### src/rtl/c2_multi_arbiter.sv
// UART command arbiter: decodes a command byte, acknowledges it, grants the UART TX
// path to one client session, and supervises the session with a watchdog and cleanup.
module c2_multi_arbiter #(
  parameter int NUM_CLIENTS = 4,
  parameter int NUM_CMDS = 6,
  parameter int DATA_W = 8,
  parameter logic [NUM_CMDS*DATA_W-1:0] CMD_CODES = {8'hA1, 8'hA0, 8'hDE, 8'hCE, 8'h1D, 8'h1C},
  parameter logic [NUM_CMDS*8-1:0] CMD_CLIENT = {8'd3, 8'd2, 8'd1, 8'd1, 8'd0, 8'd0},
  parameter logic [NUM_CMDS-1:0] CMD_MODE = 6'b000101,
  parameter int TIMEOUT_CYCLES = 65535,
  parameter int RECOVERY_CYCLES = 2,
  parameter bit NAK_EN = 1'b1,
  parameter logic [DATA_W-1:0] NAK_BYTE = 8'h15,
  localparam int CW = (NUM_CLIENTS > 1) ? $clog2(NUM_CLIENTS) : 1
) (
  input  logic                          clk_i,
  input  logic                          rst_ni,
  input  logic [DATA_W-1:0]             uart_rx_data_i,
  input  logic                          uart_rx_ready_i,
  output logic [DATA_W-1:0]             uart_tx_data_o,
  output logic                          uart_tx_start_o,
  input  logic                          uart_tx_done_i,
  output logic [NUM_CLIENTS-1:0]        grant_o,
  output logic                          mode_o,
  output logic [CW-1:0]                 active_client_o,
  input  logic [NUM_CLIENTS-1:0]        client_done_i,
  input  logic [NUM_CLIENTS*DATA_W-1:0] client_tx_data_i,
  input  logic [NUM_CLIENTS-1:0]        client_tx_start_i,
  output logic                          soft_reset_o,
  output logic                          busy_o,
  output logic                          timeout_o
);

  typedef enum logic [2:0] {
    IDLE, ACK_SEND, ACK_WAIT, GRANTED, NAK_SEND, NAK_WAIT, CLEANUP, RECOVERY
  } state_t;

  localparam bit WD_EN = (TIMEOUT_CYCLES > 0);
  localparam int WD_W = WD_EN ? $clog2(TIMEOUT_CYCLES + 1) : 1;
  localparam int RC_W = (RECOVERY_CYCLES > 1) ? $clog2(RECOVERY_CYCLES) : 1;
  localparam logic [WD_W-1:0] WD_LIMIT = WD_W'(TIMEOUT_CYCLES);
  localparam logic [RC_W-1:0] RC_LAST = RC_W'((RECOVERY_CYCLES > 0) ? RECOVERY_CYCLES - 1 : 0);

  state_t state_reg, state_next;
  logic [DATA_W-1:0] cmd_byte_reg, cmd_byte_next;
  logic [CW-1:0] client_reg, client_next;
  logic mode_reg, mode_next;
  logic abort_reg, abort_next;
  logic [WD_W-1:0] wd_cnt_reg;
  logic [RC_W-1:0] rc_cnt_reg;

  logic [NUM_CMDS-1:0] cmd_match;
  logic hit;
  logic [CW-1:0] hit_client;
  logic hit_mode;
  logic [NUM_CLIENTS-1:0] grant_vec;
  logic [DATA_W-1:0] client_data_masked [NUM_CLIENTS];
  logic [DATA_W-1:0] client_data_sel;
  logic client_start_sel;
  logic client_done_sel;
  logic wd_expired;
  logic timeout_pulse;

  genvar gi;
  generate
    for (gi = 0; gi < NUM_CMDS; gi++) begin : g_match
      assign cmd_match[gi] = (uart_rx_data_i == CMD_CODES[gi*DATA_W +: DATA_W]);
    end
    for (gi = 0; gi < NUM_CLIENTS; gi++) begin : g_client
      assign grant_vec[gi] = (state_reg == GRANTED) && (client_reg == CW'(gi));
      assign client_data_masked[gi] =
        client_tx_data_i[gi*DATA_W +: DATA_W] & {DATA_W{grant_vec[gi]}};
    end
  endgenerate

  // Scan from the top so the lowest matching table entry is the one that sticks.
  always_comb begin
    hit = 1'b0;
    hit_client = '0;
    hit_mode = 1'b0;
    for (int i = NUM_CMDS - 1; i >= 0; i--) begin
      if (cmd_match[i]) begin
        hit = 1'b1;
        hit_client = CW'(CMD_CLIENT[i*8 +: 8]);
        hit_mode = CMD_MODE[i];
      end
    end
  end

  always_comb begin
    client_data_sel = '0;
    for (int k = 0; k < NUM_CLIENTS; k++) begin
      client_data_sel = client_data_sel | client_data_masked[k];
    end
  end

  assign client_start_sel = |(client_tx_start_i & grant_vec);
  assign client_done_sel = |(client_done_i & grant_vec);
  assign wd_expired = WD_EN && (wd_cnt_reg == WD_LIMIT);

  always_comb begin
    state_next = state_reg;
    cmd_byte_next = cmd_byte_reg;
    client_next = client_reg;
    mode_next = mode_reg;
    abort_next = abort_reg;
    timeout_pulse = 1'b0;
    case (state_reg)
      IDLE: begin
        if (uart_rx_ready_i) begin
          if (hit) begin
            cmd_byte_next = uart_rx_data_i;
            client_next = hit_client;
            mode_next = hit_mode;
            state_next = ACK_SEND;
          end else if (NAK_EN) begin
            abort_next = 1'b0;
            state_next = NAK_SEND;
          end
        end
      end
      ACK_SEND: state_next = ACK_WAIT;
      ACK_WAIT: begin
        if (uart_tx_done_i) begin
          state_next = GRANTED;
        end else if (wd_expired) begin
          timeout_pulse = 1'b1;
          state_next = CLEANUP;
        end
      end
      GRANTED: begin
        // A session that finishes on the expiry cycle counts as a clean finish.
        if (client_done_sel) begin
          state_next = CLEANUP;
        end else if (wd_expired) begin
          timeout_pulse = 1'b1;
          abort_next = 1'b1;
          state_next = NAK_SEND;
        end
      end
      NAK_SEND: state_next = NAK_WAIT;
      NAK_WAIT: begin
        if (uart_tx_done_i) begin
          state_next = abort_reg ? CLEANUP : IDLE;
        end
      end
      CLEANUP: state_next = (RECOVERY_CYCLES > 0) ? RECOVERY : IDLE;
      RECOVERY: begin
        if (rc_cnt_reg == RC_LAST) begin
          state_next = IDLE;
        end
      end
      default: state_next = IDLE;
    endcase
  end

  always_comb begin
    uart_tx_start_o = 1'b0;
    uart_tx_data_o = '0;
    case (state_reg)
      ACK_SEND: begin
        uart_tx_start_o = 1'b1;
        uart_tx_data_o = cmd_byte_reg;
      end
      NAK_SEND: begin
        uart_tx_start_o = 1'b1;
        uart_tx_data_o = NAK_BYTE;
      end
      GRANTED: begin
        uart_tx_start_o = client_start_sel;
        uart_tx_data_o = client_data_sel;
      end
      default: ;
    endcase
  end

  always_ff @(posedge clk_i or negedge rst_ni) begin
    if (!rst_ni) begin
      state_reg <= IDLE;
      cmd_byte_reg <= '0;
      client_reg <= '0;
      mode_reg <= 1'b0;
      abort_reg <= 1'b0;
    end else begin
      state_reg <= state_next;
      cmd_byte_reg <= cmd_byte_next;
      client_reg <= client_next;
      mode_reg <= mode_next;
      abort_reg <= abort_next;
    end
  end

  // Watchdog restarts on entering a supervised state and on every granted TX strobe.
  always_ff @(posedge clk_i or negedge rst_ni) begin
    if (!rst_ni) begin
      wd_cnt_reg <= '0;
    end else if ((state_next != state_reg) &&
                 ((state_next == ACK_WAIT) || (state_next == GRANTED))) begin
      wd_cnt_reg <= '0;
    end else if ((state_reg == GRANTED) && client_start_sel) begin
      wd_cnt_reg <= '0;
    end else if (((state_reg == ACK_WAIT) || (state_reg == GRANTED)) && !wd_expired) begin
      wd_cnt_reg <= wd_cnt_reg + 1'b1;
    end
  end

  always_ff @(posedge clk_i or negedge rst_ni) begin
    if (!rst_ni) begin
      rc_cnt_reg <= '0;
    end else if (state_reg != RECOVERY) begin
      rc_cnt_reg <= '0;
    end else begin
      rc_cnt_reg <= rc_cnt_reg + 1'b1;
    end
  end

  assign grant_o = grant_vec;
  assign mode_o = mode_reg;
  assign active_client_o = client_reg;
  assign soft_reset_o = (state_reg == CLEANUP);
  assign busy_o = (state_reg != IDLE);
  assign timeout_o = timeout_pulse;

endmodule

### config.mk
export PLATFORM = sky130hd
export DESIGN_NAME = c2_multi_arbiter
export DESIGN_NICKNAME = d
export VERILOG_FILES = /design/src/rtl/c2_multi_arbiter.sv
export SDC_FILE = /design/constraint.sdc
export NUM_CORES = 1
export LEC_CHECK = 0
export ABC_AREA = 1
export CAP_MARGIN = 20
export CORE_UTILIZATION = 50
export DETAILED_ROUTE_END_ITERATION = 12
export GPL_TIMING_DRIVEN = 1
export PLACE_DENSITY = 0.94
export SLEW_MARGIN = 20
export SYNTH_ARGS = -nofsm -noshare
export SYNTH_HDL_FRONTEND = slang
export SYNTH_SLANG_ARGS = --single-unit
### constraint.sdc
create_clock -name clk_i -period 2.8 [get_ports clk_i]
set_input_delay 0.84 -clock clk_i [delete_from_list [all_inputs] [get_ports clk_i]]
set_output_delay 0.84 -clock clk_i [all_outputs]
set_load 0.01 [all_outputs]
# Word-level counts from Yosys, hierarchy flattened
# Index checks and enable logic that the tools add are counted.
dict set report classes {
  eq_ne 25
  mux 40
  n_bitwise 9
  n_addsub 2
  n_reduce_logical 20
}
# op n
set op_table {}
lappend op_table {{16-bit two-way mux} 3}
lappend op_table {{8-bit AND} 4}
lappend op_table {{8-bit == test (second input constant)} 4}
lappend op_table {{3-bit two-way mux} 9}
lappend op_table {{8-bit OR} 3}
lappend op_table {{3-bit one-hot mux with 8 select lines} 1}
lappend op_table {{8-bit one-hot mux with 3 select lines} 1}
lappend op_table {{1-bit two-way mux} 17}
lappend op_table {{16-bit by 1-bit adder with 16-bit output (second input constant)} 1}
lappend op_table {{16-bit == test (second input constant)} 1}
lappend op_table {{8-bit by 5-bit == test with 1-bit output (second input constant)} 2}
lappend op_table {{3-bit by 2-bit == test with 1-bit output (second input constant)} 4}
lappend op_table {{3-bit == test (second input constant)} 4}
lappend op_table {{2-bit two-way mux} 6}
lappend op_table {{4-bit AND} 2}
lappend op_table {{2-bit != test (second input constant)} 4}
lappend op_table {{4-bit OR reduction} 2}
lappend op_table {{1-bit logical AND} 7}
lappend op_table {{1-bit one-hot mux with 2 select lines} 3}
lappend op_table {{3-bit nonzero test} 2}
lappend op_table {{5-bit AND reduction} 1}
lappend op_table {{2-bit == test (second input constant)} 2}
lappend op_table {{3-bit by 1-bit == test with 1-bit output (second input constant)} 1}
lappend op_table {{3-bit logical NOT} 1}
lappend op_table {{other kinds (10)} 11}
dict set report word_totals {
  ff_bits 32
  in_bits 52
}

# Depth between registers and ports, before layout
dict set report depth {
  depth_word 14
  depth_mapped 14
}

# Worst setup path before layout
# No wires, ideal clock.
dict set report synth_path {
  path_type {in2out}
  start {input client_done_i[1]}
  end {output timeout_o}
  required_time_ns 1.960
  cell_stages 5
  path_slack_ns 0.510
  t_arrival_ns 1.450
  path_cell_list {nand3_1 -> nand2_1 -> nor2_4 -> inv_2 -> o21ai_0}
}
dict set report synth_via {
  elab_chain_len 4
}
# element line_no
set synth_lines {}
lappend synth_lines {{from (decl)} 26} ;# input logic [NUM_CLIENTS-1:0] client_done_i,
lappend synth_lines {{4-bit AND} 98} ;# assign client_done_sel = |(client_done_i & grant_vec);
lappend synth_lines {{4-bit OR reduction} 98}
lappend synth_lines {{1-bit two-way mux} 133} ;# if (client_done_sel) begin
lappend synth_lines {{1-bit one-hot mux with 2 select lines} 108} ;# case (state_reg)
lappend synth_lines {{to (decl)} 31} ;# output logic timeout_o
# No other way between the ends.

# Worst setup path after layout
dict set report layout_path {
  start {input client_tx_data_i[1]}
  end {output uart_tx_data_o[1]}
}
dict set report layout_via {
  elab_chain_len 5
}
# element line_no
set layout_lines {}
lappend layout_lines {{from (decl)} 27} ;# input logic [NUM_CLIENTS*DATA_W-1:0] client_tx_data_i,
lappend layout_lines {{8-bit AND} 72} ;# client_tx_data_i[gi*DATA_W +: DATA_W] & {DATA_W{grant_vec[gi]}};
lappend layout_lines {{8-bit OR (3 in a row)} 93} ;# client_data_sel = client_data_sel | client_data_masked[k];
lappend layout_lines {{8-bit one-hot mux with 3 select lines} 160} ;# case (state_reg)
lappend layout_lines {{to (decl)} 20} ;# output logic [DATA_W-1:0] uart_tx_data_o,
# No other way between the ends.

==> impl_metrics.py <==
metrics = {
    "outcome": {
        "status": "finished clean",
    },
    "layout": {
        "multi_input_gate_area_mm2": 0.00125,
        "fin_nets": 452,
        "fillerInstances": 284,
        "largest_register_ff_count": 16,
        "finalNonFillerCells": 449,
        "layout.core_utilization_pct": 76.0,
        "regArea_um2": 801,
        "diodes_inserted": 0,
        "area_growth_syn_to_layout_pct": 43.6,
        "post-route-cell-area_mm2": 0.00311,
        "drive_gt1_share_pct": 15.5,
    },
    "routing": {
        "route.detailed.vias_per_inst": 5.50,
        "routed-via-count": 2471,
        "first_pass_detailed_route_iteration_total": 4,
        "initialDrtViolationCount": 185,
        "drt_wl_total_mm": 6.59,
        "route.detailed.drc": 0,
        "ant_nets": 0,
        "wl_per_cell_um": 14.7,
    },
    "timing": {
        "setup_viol": 0,
        "post-route-min-period_ns": 2.77,
        "rsz0062_at_grt": "false",
        "skew_ns": 0.00618,
        "share_of_the_clock_period_used_by_the_worst_path_after_layout_pct": 98.8,
        "timing_max_transition_violations_final": 0,
        "max_slew.worst_pin.slew_ns": 0.415,
        "hold_viol": 0,
        "final.setup.tns_ns": 0,
        "maxClockFrequency_mhz": 361,
        "timing.slew.headroom_pct": 72.4,
    },
    "worst_setup_path": {
        "reg2reg_depth": 11,
        "rrSetupSlack_ns": 0.77,
        "cpLargestDelayFamily": "buffers and inverters",
        "timing.rr.end": "wd_cnt_reg[8]$_DFFE_PN0P_",
        "critical_path.endpoint": "uart_tx_data_o[1]",
        "worstSetupStartpoint": "client_tx_data_i[1]",
        "cp_max_fo": 1,
        "cp_cell_sequence": "clkdlybuf4s50_1 > a22o_1 > a21oi_2 > nand3_1 > clkdlybuf4s15_1",
        "worstPathRequired_ns": 1.96,
        "critPathKind": "input port to output port",
        "path_buf_inv": 2,
        "critical_path.max_stage_delay_ns": 0.41,
        "critical_path_cell_count": 5,
        "critical-path-slowest-cell": "clkdlybuf4s50_1",
        "worstReg2RegStart": "wd_cnt_reg[0]$_DFFE_PN0P_",
        "worst-endpoint-arrival_ns": 1.93,
        "worst_setup_path_end_kind": "output port",
        "start_kind": "input port",
    },
    "global_route": {
        "largest_net_degree_at_the_start_of_global_routing": 33,
        "track_usage_pct": 31.3,
        "antenna_violations_before_repair": 0,
        "grt_first_pass_wirelength_mm": 10.6,
        "global_route.overflow_total": 0,
        "grt_pass1_vias": 2286,
    },
    "floorplan": {
        "chipWidth_um": 67.8,
        "io-pin-count": 71,
        "placementRows": 23,
        "die_height_um": 67.8,
        "floorplan.core_area_mm2": 0.00409,
        "floorplan.initialDensity_pct": 52.9,
        "die_area_mm2": 0.00459,
    },
    "synthesis": {
        "syn-num-nets": 362,
        "number_of_enable_flip_flop_cells_after_synthesis": 0,
        "synth.yosys.seq_area_share_pct": 37.0,
        "synth_area_leaders": "dfrtp_1 (37%), nand2_1 (16%), nand3_1 (6.9%)",
        "yosys.area.top_type": "dfrtp_1",
        "synth_async_sr_flop_share_pct": 100,
        "syn-instance-count": 309,
        "synth.cell_area_mm2": 0.00216,
        "count_of_yosys_warnings_during_synthesis": 0,
        "post-synth-top-area-fraction_pct": 37.0,
        "yosys_register_bits": 32,
        "synth_top_cells_by_count": "nand2_1 (90), inv_1 (35), dfrtp_1 (32)",
        "synth_most_common_cell": "nand2_1",
        "ys_dominant_reg_cell": "dfrtp_1",
        "syn_area_per_cell_um2": 7.00,
        "yosysUniqueCellTypes": 28,
    },
    "clock_tree": {
        "worst_skew_pair.late_latency_ns": 0.28,
        "cts.sinks": 32,
        "postCtsHoldBufs": 0,
        "cts.reportedPaths.clkPinSlew_ns": 0.07,
        "numCtsBuffers": 5,
        "root_buffer": "clkbuf_8",
        "max-clock-path-buffers": 2,
        "cts-htree-levels": 2,
        "cts_tree": "done",
    },
    "power": {
        "share_comb_of_total_power_pct": 54.5,
        "power_report.internal_total_mw": 1.12,
        "clkPwrFrac_pct": 16.5,
        "total_power_mw": 2.03,
        "total_switching_power_mw": 0.904,
        "vdd_ir_drop_max_mv": 0.498,
        "p_sw_share_pct": 44.6,
        "power.density_mw_per_mm2": 652,
        "power.sequential.fraction_pct": 29.0,
        "static-leakage-power_nw": 1.48,
    },
    "hold_path": {
        "hold_path_startpoint": "rc_cnt_reg$_DFF_PN0_",
        "hold_path.class": "register to register",
    },
    "place": {
        "portBuffers": 70,
        "placed_cell_area_mm2": 0.00299,
        "detailedPlacementHpwl_mm": 4.92,
        "number_of_placed_instances_taps_included": 438,
        "gpl.final_weighted_congestion": 0.912,
    },
    "job": {
        "drv.max_cap_violation_count": 0,
    },
}
==> cell families after synthesis <==
kind of cell	share of synthesized area, %
simple gates	41.0
fa+ha+maj	0.579
xor+xnor	4.86
compound gates	8.68
buf+inv	7.87
flops	37.0
==> power by group through the flow <==
stage	Sequential, mW	Combinational [mW]	Clock (mW)
after global placement	0.584	1.02	0
after floorplan	0.592	0.657	0
final	0.588	1.10	0.334
after detailed placement	0.589	1.06	0
after CTS	0.584	1.07	0.335
after global routing	0.594	1.20	0.356
==> cell usage in the layout (no fill, tap or decap), types with 2 or more instances in the layout <==
cell type	count
a21oi_1	4
a21oi_2	4
a221oi_2	3
a22o_1	7
buf_4	16
clkbuf_2	8
clkbuf_8	5
clkdlybuf4s50_1	60
dfrtp_1	32
inv_1	35
inv_2	3
nand2_1	89
nand3_1	30
nand3b_1	2
nand4_1	8
nor2_1	31
nor2_2	11
nor2_4	5
nor3_1	12
o21ai_0	6
o21ai_1	2
xor2_1	11
==> cell type report <==
type	instances	share of cell area (%)
Inverter	38	4.59
Timing Repair Buffer	86	25.0
Tap cell	50	2.01
Clock buffer	6	2.34
Clock inverter	1	0.161
Sequential cell	32	25.8
Multi-Input combinational cell	236	40.1
==> through the flow <==
step	hold slack [ns]	setup slack, ns
CTS	0.444	0.000139
finish	0.446	0.0322
global route	0.461	0.000637
floorplan	0.411	0.510
detailed placement	0.436	-0.426
global placement	0.422	-0.445
==> worst register-to-register path, delay by kind of cell (launching register included) <==
family	cells	cell delay, ns
xor+xnor	1	0.25
fa+ha+maj	1	0.20
buf+inv	2	0.27
simple gates	7	0.80
flops	1	0.40
==> worst min path at each step <==
| stage | end | slack [ns] | cells after the start |
|---|---|---|---|
| 6_report | rc_cnt_reg$_DFF_PN0_ | 0.45 | 1 |
| 3_3_place_gp | rc_cnt_reg$_DFF_PN0_ | 0.42 | 1 |
| 2_1_floorplan | rc_cnt_reg$_DFF_PN0_ | 0.41 | 1 |
| 5_1_grt | rc_cnt_reg$_DFF_PN0_ | 0.46 | 1 |
| 3_5_place_dp | rc_cnt_reg$_DFF_PN0_ | 0.44 | 1 |
| 4_1_cts | rc_cnt_reg$_DFF_PN0_ | 0.44 | 1 |
==> layer usage <==
metal | wire length (um) | share of wire [%] | track usage, % | vias to the layer above
met5 | 0 | 0 | 0 | -
met4 | 97 | 1.5 | 7.45 | 0
met2 | 3340 | 51 | 55.4 | 104
li1 | - | - | - | 1192
met1 | 2760 | 42 | 38.8 | 1164
met3 | 396 | 6.0 | 5.57 | 11
==> what timing repair did <==
| action | CTS | global route |
|---|---|---|
| setup endpoints to repair | 12 | 12 |
| gates resized for setup | 31 | 12 |
| endpoints found under the hold margin | 0 | 0 |
| setup buffers | 2 | 2 |
| pin swaps | 2 | 1 |
Power figures use the tool's default switching activity.
